==> config.mk <==
export PLATFORM = sky130hd
export DESIGN_NAME = ysyx_25070198_csr_exec
export DESIGN_NICKNAME = d
export VERILOG_FILES = /design/src/rtl/ysyx_25070198_csr_exec_pkg.sv /design/src/rtl/ysyx_25070198_csr_alu.sv /design/src/rtl/ysyx_25070198_csr_exec.sv
export SDC_FILE = /design/constraint.sdc
export NUM_CORES = 1
export LEC_CHECK = 0
export ABC_CLOCK_PERIOD_IN_PS = 4100
export CELL_PAD_IN_SITES_DETAIL_PLACEMENT = 1
export CELL_PAD_IN_SITES_GLOBAL_PLACEMENT = 1
export CORE_MARGIN = 5
export CORE_UTILIZATION = 34
export DETAILED_ROUTE_END_ITERATION = 12
export GPL_TIMING_DRIVEN = 0
export PLACE_DENSITY_LB_ADDON = 0.1
export SETUP_SLACK_MARGIN = 0.05
export SLEW_MARGIN = 0
export SYNTH_ARGS = -nofsm -noshare
export SYNTH_HDL_FRONTEND = slang
export SYNTH_SLANG_ARGS = --single-unit
==> constraint.sdc <==
create_clock -name clk -period 4.1 [get_ports clk]
set_input_delay 0.82 -clock clk [delete_from_list [all_inputs] [get_ports clk]]
set_output_delay 0.82 -clock clk [all_outputs]
set_load 0.02 [all_outputs]
==> src/rtl/ysyx_25070198_csr_exec_pkg.sv <==
// rtl/ysyx_25070198_csr_exec_pkg.sv - shared Zicsr encodings, FSM states and CSR addresses
// Purpose: constants shared by the CSR execution unit, its ALU and the testbench.
// Ports: none (package).
package ysyx_25070198_csr_exec_pkg;

   // Zicsr funct3 encodings (000 and 100 are not CSR ops)
   localparam logic [2:0] F3_RW  = 3'b001;
   localparam logic [2:0] F3_RS  = 3'b010;
   localparam logic [2:0] F3_RC  = 3'b011;
   localparam logic [2:0] F3_RWI = 3'b101;
   localparam logic [2:0] F3_RSI = 3'b110;
   localparam logic [2:0] F3_RCI = 3'b111;

   // Machine-level CSR addresses used by the unit and its environment
   localparam logic [11:0] CSR_MCYCLE    = 12'hB00;
   localparam logic [11:0] CSR_MCYCLEH   = 12'hB80;
   localparam logic [11:0] CSR_MVENDORID = 12'hF11;
   localparam logic [11:0] CSR_MARCHID   = 12'hF12;

   typedef enum logic [1:0] {
      S_IDLE  = 2'd0,
      S_READ  = 2'd1,
      S_WRITE = 2'd2,
      S_RESP  = 2'd3
   } state_t;

endpackage

==> src/rtl/ysyx_25070198_csr_alu.sv <==
// rtl/ysyx_25070198_csr_alu.sv - combinational operand select and RW/RS/RC update
// Purpose: computes the new CSR value and whether a write is needed.
// Ports: funct3, rs1_val, rs1_idx (zimm), old_val in; new_val, write_req out.
module ysyx_25070198_csr_alu #(
   parameter int XLEN = 32
) (
   input  logic [2:0]      funct3,
   input  logic [XLEN-1:0] rs1_val,
   input  logic [4:0]      rs1_idx,
   input  logic [XLEN-1:0] old_val,
   output logic [XLEN-1:0] new_val,
   output logic            write_req
);

   logic [XLEN-1:0] operand;

   // Immediate forms use rs1_idx as a zero-extended 5-bit immediate
   assign operand = funct3[2] ? {{(XLEN-5){1'b0}}, rs1_idx} : rs1_val;

   always_comb begin
      new_val = old_val;
      case (funct3[1:0])
         2'b01:   new_val = operand;
         2'b10:   new_val = old_val | operand;
         2'b11:   new_val = old_val & ~operand;
         default: new_val = old_val;
      endcase
   end

   // Set/clear with x0 or zimm=0 are pure reads and must not touch the CSR
   assign write_req = (funct3[1:0] == 2'b01) || (rs1_idx != 5'd0);

endmodule

==> src/rtl/ysyx_25070198_csr_exec.sv <==
// rtl/ysyx_25070198_csr_exec.sv - Zicsr instruction execution unit (IDLE/READ/WRITE/RESP)
// Purpose: accepts one CSR instruction, reads the CSR, optionally writes it once,
//          then returns the old value with an illegal-instruction flag.
// Ports: clk, rst; req_* request handshake and operands; csr_addr/csr_wen/csr_wdata/
//        csr_rdata CSR file access; resp_* response handshake and result.
module ysyx_25070198_csr_exec
   import ysyx_25070198_csr_exec_pkg::*;
#(
   parameter int ADDR_W = 12,
   parameter int XLEN   = 32
) (
   input  logic              clk,
   input  logic              rst,
   input  logic              req_valid,
   output logic              req_ready,
   input  logic [2:0]        req_funct3,
   input  logic [ADDR_W-1:0] req_csr,
   input  logic [XLEN-1:0]   req_rs1_val,
   input  logic [4:0]        req_rs1_idx,
   input  logic [4:0]        req_rd,
   output logic [ADDR_W-1:0] csr_addr,
   output logic              csr_wen,
   output logic [XLEN-1:0]   csr_wdata,
   input  logic [XLEN-1:0]   csr_rdata,
   output logic              resp_valid,
   input  logic              resp_ready,
   output logic [4:0]        resp_rd,
   output logic              resp_rd_wen,
   output logic [XLEN-1:0]   resp_rd_data,
   output logic              resp_illegal
);

   state_t            state;
   logic              ready_q;
   logic [2:0]        funct3_q;
   logic [ADDR_W-1:0] csr_q;
   logic [XLEN-1:0]   rs1_val_q;
   logic [4:0]        rs1_idx_q;
   logic [4:0]        rd_q;
   logic [XLEN-1:0]   new_q;

   logic [XLEN-1:0]   new_val;
   logic              write_req;
   logic              illegal;
   logic              do_write;

   ysyx_25070198_csr_alu #(.XLEN(XLEN)) u_alu (
      .funct3    (funct3_q),
      .rs1_val   (rs1_val_q),
      .rs1_idx   (rs1_idx_q),
      .old_val   (csr_rdata),
      .new_val   (new_val),
      .write_req (write_req)
   );

   // The top two address bits equal to 11 mark the read-only CSR space
   assign illegal  = (funct3_q[1:0] == 2'b00) ||
                     (write_req && (csr_q[ADDR_W-1 -: 2] == 2'b11));
   assign do_write = write_req && !illegal;

   always_ff @(posedge clk or posedge rst) begin
      if (rst) begin
         state        <= S_IDLE;
         ready_q      <= 1'b0;
         funct3_q     <= '0;
         csr_q        <= '0;
         rs1_val_q    <= '0;
         rs1_idx_q    <= '0;
         rd_q         <= '0;
         new_q        <= '0;
         resp_rd      <= '0;
         resp_rd_wen  <= 1'b0;
         resp_rd_data <= '0;
         resp_illegal <= 1'b0;
      end else begin
         case (state)
            S_IDLE: begin
               // ready is registered so it stays low during reset and rises one edge later
               if (req_valid && ready_q) begin
                  funct3_q  <= req_funct3;
                  csr_q     <= req_csr;
                  rs1_val_q <= req_rs1_val;
                  rs1_idx_q <= req_rs1_idx;
                  rd_q      <= req_rd;
                  ready_q   <= 1'b0;
                  state     <= S_READ;
               end else begin
                  ready_q   <= 1'b1;
               end
            end
            S_READ: begin
               // Write data is frozen here; the CSR is not re-read in WRITE
               new_q        <= new_val;
               resp_rd      <= rd_q;
               resp_rd_wen  <= (rd_q != 5'd0) && !illegal;
               resp_rd_data <= csr_rdata;
               resp_illegal <= illegal;
               state        <= do_write ? S_WRITE : S_RESP;
            end
            S_WRITE: begin
               state <= S_RESP;
            end
            S_RESP: begin
               if (resp_ready) begin
                  ready_q <= 1'b1;
                  state   <= S_IDLE;
               end
            end
            default: begin
               ready_q <= 1'b0;
               state   <= S_IDLE;
            end
         endcase
      end
   end

   // Strobes decode directly from the state register so an asynchronous reset kills them at once
   assign req_ready  = ready_q;
   assign csr_addr   = (state == S_READ || state == S_WRITE) ? csr_q : '0;
   assign csr_wen    = (state == S_WRITE);
   assign csr_wdata  = (state == S_WRITE) ? new_q : '0;
   assign resp_valid = (state == S_RESP);

endmodule

# Word level (Yosys, flattened, before mapping)
# Index checks and enable logic that the tools add are counted.
dict set report classes {
  n_eq_ne 9
  bitwise_logic 3
  mux 11
  reduce_logical 16
}
# cell n
set ops {}
lappend ops {{one-hot mux 32 bit (3 select lines)} 1}
lappend ops {{2-to-1 mux 32 bit} 2}
lappend ops {{AND 32 bit} 1}
lappend ops {{NOT 32 bit} 1}
lappend ops {{OR 32 bit} 1}
lappend ops {{2-to-1 mux 12 bit} 1}
lappend ops {{equality test 2 bit, second input constant} 5}
lappend ops {{nonzero test 5 bit} 2}
lappend ops {{one-hot mux 2 bit (4 select lines)} 1}
lappend ops {{AND reduction 2 bit} 3}
lappend ops {{equality test 2 x 1 -> 1 bit, second input constant} 2}
lappend ops {{logical AND 1 bit} 4}
lappend ops {{zero test 2 bit} 2}
lappend ops {{2-to-1 mux 2 bit} 2}
lappend ops {{logical OR 1 bit} 3}
lappend ops {{2-to-1 mux 1 bit} 3}
lappend ops {{inequality test 2 x 1 -> 1 bit, second input constant} 1}
lappend ops {{inequality test 2 bit, second input constant} 1}
lappend ops {{one-hot mux 1 bit (2 select lines)} 1}
lappend ops {{nonzero test 2 bit} 1}
lappend ops {{zero test 1 bit} 1}
dict set report totals {
  elab_cells 51
  out_inout_bits 86
  input_bits 93
  ff_bits 131
}

# Logic depth before layout (Yosys ltp)
# Gate-level depths: netlist of run 1.
dict set report depth {
  ltp_word 8
  ltp_mapped 6
  mapped_depth_nobuf 5
}

# By module
# Synthesis of run 1 repeated with hierarchy kept, for this count alone.
dict set report hier_totals {
  cells_unflattened 493
  hier_area_um2 6208.5
}
# mod seq_area_each_um2 cells_each area_per_inst_um2 n_inst
set modules_own_cells {}
lappend modules_own_cells {ysyx_25070198_csr_exec 3278.1 346 5275.1 1}
lappend modules_own_cells {ysyx_25070198_csr_alu 0.0 147 933.4 1}

# Worst setup path after synthesis of run 1
# OpenSTA, ideal clock, no wires.
dict set report synth_path {
  path_kind {register -> output}
  start {register state[0]}
  end {output csr_wdata[19]}
  t_required_ns 3.280
  slack_ns 1.964
  t_arrival_ns 1.316
  n_path_buf 1
  stages_incl_launch_ff 5
  cell_sequence {dfrtp_1 -> inv_1 -> ha_1 -> clkbuf_1 -> and2_1}
}
dict set report synth_via {
  elab_chain_len 2
}
# item line
set synth_rtl {}
lappend synth_rtl {{start, declared} ysyx_25070198_csr_exec.sv:33} ;# state_t state;
lappend synth_rtl {{start signal, assigned} ysyx_25070198_csr_exec.sv:98} ;# state <= do_write ? S_WRITE : S_RESP;
lappend synth_rtl {{equality test 2 bit} n/a}
lappend synth_rtl {{net csr_wen} ysyx_25070198_csr_exec.sv:22} ;# output logic csr_wen,
lappend synth_rtl {{2-to-1 mux 32 bit} ysyx_25070198_csr_exec.sv:121} ;# assign csr_wdata = (state == S_WRITE) ? new_q : '0;
lappend synth_rtl {{end, declared} ysyx_25070198_csr_exec.sv:23} ;# output logic [XLEN-1:0] csr_wdata,
# The timed path passes the listed nets, and every way through them passes these cells.

# Worst setup path after layout of run 1
dict set report layout_path {
  start {register state[0]}
  end {output csr_wdata[31]}
}
dict set report layout_via {
  elab_chain_len 2
}
# item line
set layout_rtl {}
lappend layout_rtl {{equality test 2 bit} ysyx_25070198_csr_exec.sv:121}
lappend layout_rtl {{2-to-1 mux 32 bit} ysyx_25070198_csr_exec.sv:121}
# No other way between the ends.

==> results of run 1 <==
-- per-layer routing --
layer	vias up	share of wire [%]	global-route usage [%]
li1	2164	-	-
met1	2400	42	21.9
met2	121	51	32.1
met3	16	5.9	5.05
met4	0	1.3	5.79
met5	-	0	0
-- area by class of cell --
type	instances	area, sq um
plain buffers	35	228
clock inverters	10	133
well taps	229	287
multi-input cells	330	2770
flip-flops and latches	131	3280
repair buffers	181	1840
inverters	6	26.3
clock buffers	22	454
fillers	1844	9070
-- metrics by stage --
stage | utilization (%) | worst slack, ns | cell area, sq um
after floorplan | - | 1.66 | 6300
after global placement | 46.3 | 0.344 | 8370
after CTS | 49.8 | 0.552 | 9010
final | 49.8 | 0.624 | 9010
after detailed placement | 46.6 | 1.02 | 8430
after global routing | 49.8 | 0.449 | 9010
-- report_power, final --
group / leakage [nW] / internal [mW] / switching [mW]
combinational: 1.82 / 2.10 / 2.10
sequential: 1.54 / 1.97 / 0.417
clock: 0.280 / 0.967 / 0.562
-- flip-flops by register name, summed over array words and instances (netlist names) --
signal,cells
resp_rd_wen,1
rs1_idx_q,5
resp_rd,5
resp_rd_data,32
funct3_q,3
state,2
req_ready,1
rs1_val_q,32
new_q,32
rd_q,5
csr_q,12
resp_illegal,1
-- cell families (layout without fill, tap and decap cells) --
family	after synthesis	count (layout)	synth area share (%)
DFF	131	131	52.1
and+or+nand+nor	119	119	10.5
muxes	100	100	17.8
AOI/OAI and AO/OA	83	83	11.5
buffers and inverters	41	254	3.97
xor gates and xnor gates	24	24	3.34
adders and majority gates	4	4	0.795
-- path summary, 6_finish.rpt --
path	endpoint	slack, ns	cells past startpoint
min	new_q[0]	0.48	2
max reg2reg	resp_rd_data[26]	2.22	5
min reg2reg	new_q[0]	0.48	2
max	csr_wdata[31]	0.62	5
min in group asynchronous	resp_rd_data[19]	0.93	2
max in group asynchronous	new_q[29]	2.29	4
-- cell usage after synthesis --
library cell | number | area [sq um]
buf_6 | 6 | 67.6
mux2i_1 | 5 | 50.1
and2_1 | 45 | 282
ha_1 | 4 | 50.1
a21oi_1 | 4 | 20.0
dfrtp_1 | 131 | 3280
mux2_1 | 4 | 45.0
and2b_1 | 11 | 82.6
a211oi_2 | 21 | 263
a31oi_1 | 2 | 12.5
nor2_1 | 27 | 101
a21bo_2 | 1 | 10.0
a21boi_0 | 5 | 37.5
o22ai_1 | 5 | 31.3
a211oi_1 | 28 | 210
nand2_1 | 12 | 45.0
mux2_2 | 91 | 1020
o32ai_1 | 2 | 17.5
and3b_1 | 1 | 8.76
or4_1 | 1 | 7.51
or2_2 | 1 | 6.26
o2bb2ai_1 | 4 | 35.0
o22a_1 | 2 | 17.5
inv_1 | 6 | 22.5
nor2b_1 | 17 | 106
buf_2 | 17 | 85.1
buf_4 | 2 | 15.0
nand3_1 | 1 | 5.00
nand2b_1 | 2 | 12.5
nor4_1 | 1 | 6.26
xnor2_1 | 24 | 210
o31ai_1 | 8 | 60.1
buf_8 | 2 | 30.0
o21ba_1 | 1 | 10.0
clkbuf_1 | 8 | 30.0
-- worst max-delay path: cells and delay by family, from the launching register on --
kind | cells | cell delay [ns]
buf+inv | 3 | 1.24
flops | 1 | 0.42
fa+ha+maj | 1 | 0.38
simple gates | 1 | 0.22
==> metrics.txt, run 1 <==
FP Rows 49; Worst Setup Start Kind flop; first-pass GRT wire length 30700 um; vias in the first global route 5518; max-cap violations 0; HPWL Detailed 14200 um; Area Growth Syn to Fin 43.2%; sequential area share after synthesis 52.1%; total power draw 8.11 mW; NumNets Final 799; flops & latches, synth 131; 1st-iter DRT viols 168; gpl congestion 0.725; Arr. time, crit path 2.66 ns; final worst-path cycle share 84.8%; H-tree Lvls 4; YS warnings 0; Worst Hold Class reg -> reg; Die W 146 um; # clock sinks 131; commonest non-fill, non-tap cells in the layout clkdlybuf4s50_1 (178), dfrtp_1 (131), mux2_2 (91); PortBufs 178; WP data required 3.28 ns; largest net degree at the start of global routing 40; DRT antenna net count 0; min-delay src new_q[0]; largest stage delay on the critical path 0.66 ns; Syn Nets 599; worst hold slack 0.482 ns; CP cell instances inv_1 > ha_1 > clkbuf_1 > and2_1 > clkdlybuf4s50_1; DP Cell Count 912; die span in y 146 um; Setup crit end kind output pin; FMAX 288 MHz; Max Slew Vio Count 0; DRT Pass-1 Iters 4; commonest non-fill, non-tap cell in the layout clkdlybuf4s50_1; share of cells above drive strength 1 24.2%; final setup TNS 0 ns; diode count 0; total track usage 18.3%; clk_skew 0.00863 ns; Final Hold Vio Count 0; worst-margin pin slew 0.868 ns; Max rail drop VDD 0.352 mV; endpoints failing setup 0; Skew-Pair Late Insertion Delay 0.42 ns; Synth Instances 502; core region area 18100 sq um; CP Class reg -> out; Distinct cells, synth 35; buffer count from post-CTS setup fixing 0; worst r2r src state[1]; power density over the cells 900 nW/um^2; CTS max path bufs 2; total CTS buffers 17; Pleak 3.64 nW; status finished clean; Vias 4701; Post-CTS Hold Fix Bufs 0; CTS tree built; die area 21300 sq um; critical path's slowest cell clkdlybuf4s50_1; post_cts resized 0; unrepaired setup endpoints after global routing no; Syn Std Cell Area 6300 sq um; antenna violations before repair 0; total gr overflow 0; crit-path max FO 10; Via density 4.98; clk slew on worst S/H paths 0.05 ns; fin cells 944; Avg Inst Size Synth 12.5 sq um; initial cell density of the core 34.8%; min Tclk post-route 3.48 ns; final wirelength 19000 um; DRC Markers 0; Worst Setup SP state[0]; drt wl/cell 20.2 um; Root Driver clkbuf_16; worst rel slew slack 42.0%; I/O Pins 179
Note: power is estimated with default switching activity, not from simulation.
==> inputs of run 2 (changes only) <==
--- a/config.mk
+++ b/config.mk
@@ -5,7 +5,7 @@
 export SDC_FILE = /design/constraint.sdc
 export NUM_CORES = 1
 export LEC_CHECK = 0
-export ABC_CLOCK_PERIOD_IN_PS = 4100
+export ABC_CLOCK_PERIOD_IN_PS = 2950
 export CELL_PAD_IN_SITES_DETAIL_PLACEMENT = 1
 export CELL_PAD_IN_SITES_GLOBAL_PLACEMENT = 1
 export CORE_MARGIN = 5
==> constraint.sdc (replaced) <==
create_clock -name clk -period 2.95 [get_ports clk]
set_input_delay 0.59 -clock clk [delete_from_list [all_inputs] [get_ports clk]]
set_output_delay 0.59 -clock clk [all_outputs]
set_load 0.02 [all_outputs]
==> run 2 against run 1 <==
Compared with the run above: worst setup slack got worse by 0.44 ns; largest power group unchanged; power increased by 39%; critical endpoint is now csr_wdata[13]; clock power increased by 39%.
==> metrics.txt, run 2 (synthesis gave the netlist of run 1 again) <==
status finished clean; worst hold slack 0.483 ns (+0.000989 ns); final worst-path cycle share 93.7%; diode count 0 (unchanged); total CTS buffers 17 (unchanged); H-tree Lvls 4 (unchanged); core region area 18100 sq um (unchanged); initial cell density of the core 34.8% (unchanged); DP Cell Count 912 (unchanged); drt wl/cell 20.2 um (about the same); gpl congestion 0.725 (unchanged); unrepaired setup endpoints after global routing no; CTS tree built; Worst Setup Start Kind flop; smallest setup slack after layout 0.186 ns (-0.438 ns); crit-path max FO 10 (unchanged); first-pass GRT wire length 30800 um (about the same); Worst R2R Setup Slack 1.04 ns (-1.18 ns); 1st-iter DRT viols 164 (-2.4%); share of cells above drive strength 1 25.0% (+0.84 points); HPWL Detailed 14200 um (unchanged); CTS max path bufs 2 (unchanged); Max Slew Vio Count 0 (unchanged); clk_skew 0.00942 ns (+0.000789 ns); NumNets Final 799 (unchanged); fin cells 944 (unchanged); Die W 146 um (unchanged); max-cap violations 0 (unchanged); DRT antenna net count 0 (unchanged); total gr overflow 0 (unchanged); total track usage 18.3% (about the same); Via density 4.98 (about the same); min Tclk post-route 2.76 ns; antenna violations before repair 0 (unchanged); fin util 50.0% (+0.17 points); FP Rows 49 (unchanged); commonest non-fill, non-tap cell in the layout clkdlybuf4s50_1; largest registers new_q: 32 flops, resp_rd_data: 32 flops, rs1_val_q: 32 flops; Post-CTS Hold Fix Bufs 0 (unchanged); Arr. time, crit path 2.17 ns (-0.49 ns); endpoints failing setup 0 (unchanged); Final Hold Vio Count 0 (unchanged); WP data required 2.36 ns (-0.92 ns); DRC Markers 0 (unchanged); worst-margin pin slew 0.875 ns (+0.00758 ns); Max rail drop VDD 0.488 mV (+39%); PortBufs 178 (unchanged); final wirelength 19000 um (about the same); pre-CTS setup slack 0.0954 ns (-0.920 ns); power density over the cells 1240 nW/um^2 (+38%); FMAX 362 MHz; Root Driver clkbuf_16; Vias 4703 (+0.043%); largest net degree at the start of global routing 40 (unchanged); total power draw 11.2 mW (+39%); Skew-Pair Late Insertion Delay 0.42 ns (about the same); die span in y 146 um (unchanged); Setup crit end kind output pin; commonest non-fill, non-tap cells in the layout clkdlybuf4s50_1 (163), dfrtp_1 (131), mux2_2 (91); vias in the first global route 5512 (-0.11%); # clock sinks 131 (unchanged); worst rel slew slack 41.5% (-0.51 points); CP Class reg -> out; Pleak 3.77 nW (+3.7%); die area 21300 sq um (unchanged); Area Growth Syn to Fin 43.7%; DRT Pass-1 Iters 4 (unchanged); Worst Hold Class reg -> reg; I/O Pins 179 (unchanged); clk slew on worst S/H paths 0.05 ns (about the same)
-- run 2: changes by cell type in the layout (fill, tap and decap cells not counted) --
cell	delta
ha_4	+1
dlymetal6s2s_1	+6
dlygate4sd2_1	+9
inv_1	-1
inv_2	+1
clkbuf_1	-4
clkbuf_4	+4
clkdlybuf4s50_1	-15
ha_1	-1
-- run 2: area by class of cell --
cell class                      count  area, sq um
Buffer                             35          243
Tap cell                          229          287
Inverter                            6         26.3
Multi-Input combinational cell    330         2780
Clock inverter                     10          133
Sequential cell                   131         3280
Fill cell                        1851         9040
Timing Repair Buffer              181         1850
Clock buffer                       22          454
-- run 2: worst paths after layout --
check / cells past startpoint / end / from
worst max register to register: 5 / resp_rd_data[26] / state[1]
max in group asynchronous: 4 / new_q[29] / rst
worst min-delay path: 2 / new_q[0] / new_q[0]
min in group asynchronous: 2 / resp_rd_data[19] / rst
worst max-delay path: 5 / csr_wdata[13] / state[0]
worst min register to register: 2 / new_q[0] / new_q[0]
-- run 2: power by group --
group | total [mW] | internal [mW] | switching [mW]
clock | 2.12 | 1.34 | 0.777
sequential | 3.32 | 2.74 | 0.583
combinational | 5.81 | 2.89 | 2.92
total | 11.2 | 6.97 | 4.28
-- run 2: worst max-delay path, cell delays in order (launching register included) --
cell,delay [ns]
dfrtp_1,0.43
inv_2,0.13
ha_4,0.20
clkbuf_4,0.22
and2_1,0.17
clkdlybuf4s50_1,0.61
-- run 2: metrics by stage --
step | setup TNS, ns | area [sq um]
3_5_place_dp | 0 | 8430
3_3_place_gp | -73.77 | 8370
6_report | 0 | 9050
5_1_grt | 0 | 9050
2_1_floorplan | 0 | 6300
4_1_cts | 0 | 9030
-- run 2: timing repair --
action,CTS,global route
endpoints found under the setup margin,40,31
buffers inserted,0,0
gates resized for setup,19,7
-- run 2: layer usage --
| layer | part of all wire [%] | up-vias | track usage, % | wire length [um] |
|---|---|---|---|---|
| met1 | 41 | 2397 | 22.0 | 7840 |
| li1 | - | 2163 | - | - |
| met5 | 0 | - | 0 | 0 |
| met4 | 1.3 | 0 | 5.79 | 241 |
| met3 | 6.0 | 16 | 5.05 | 1150 |
| met2 | 52 | 127 | 32.0 | 9800 |
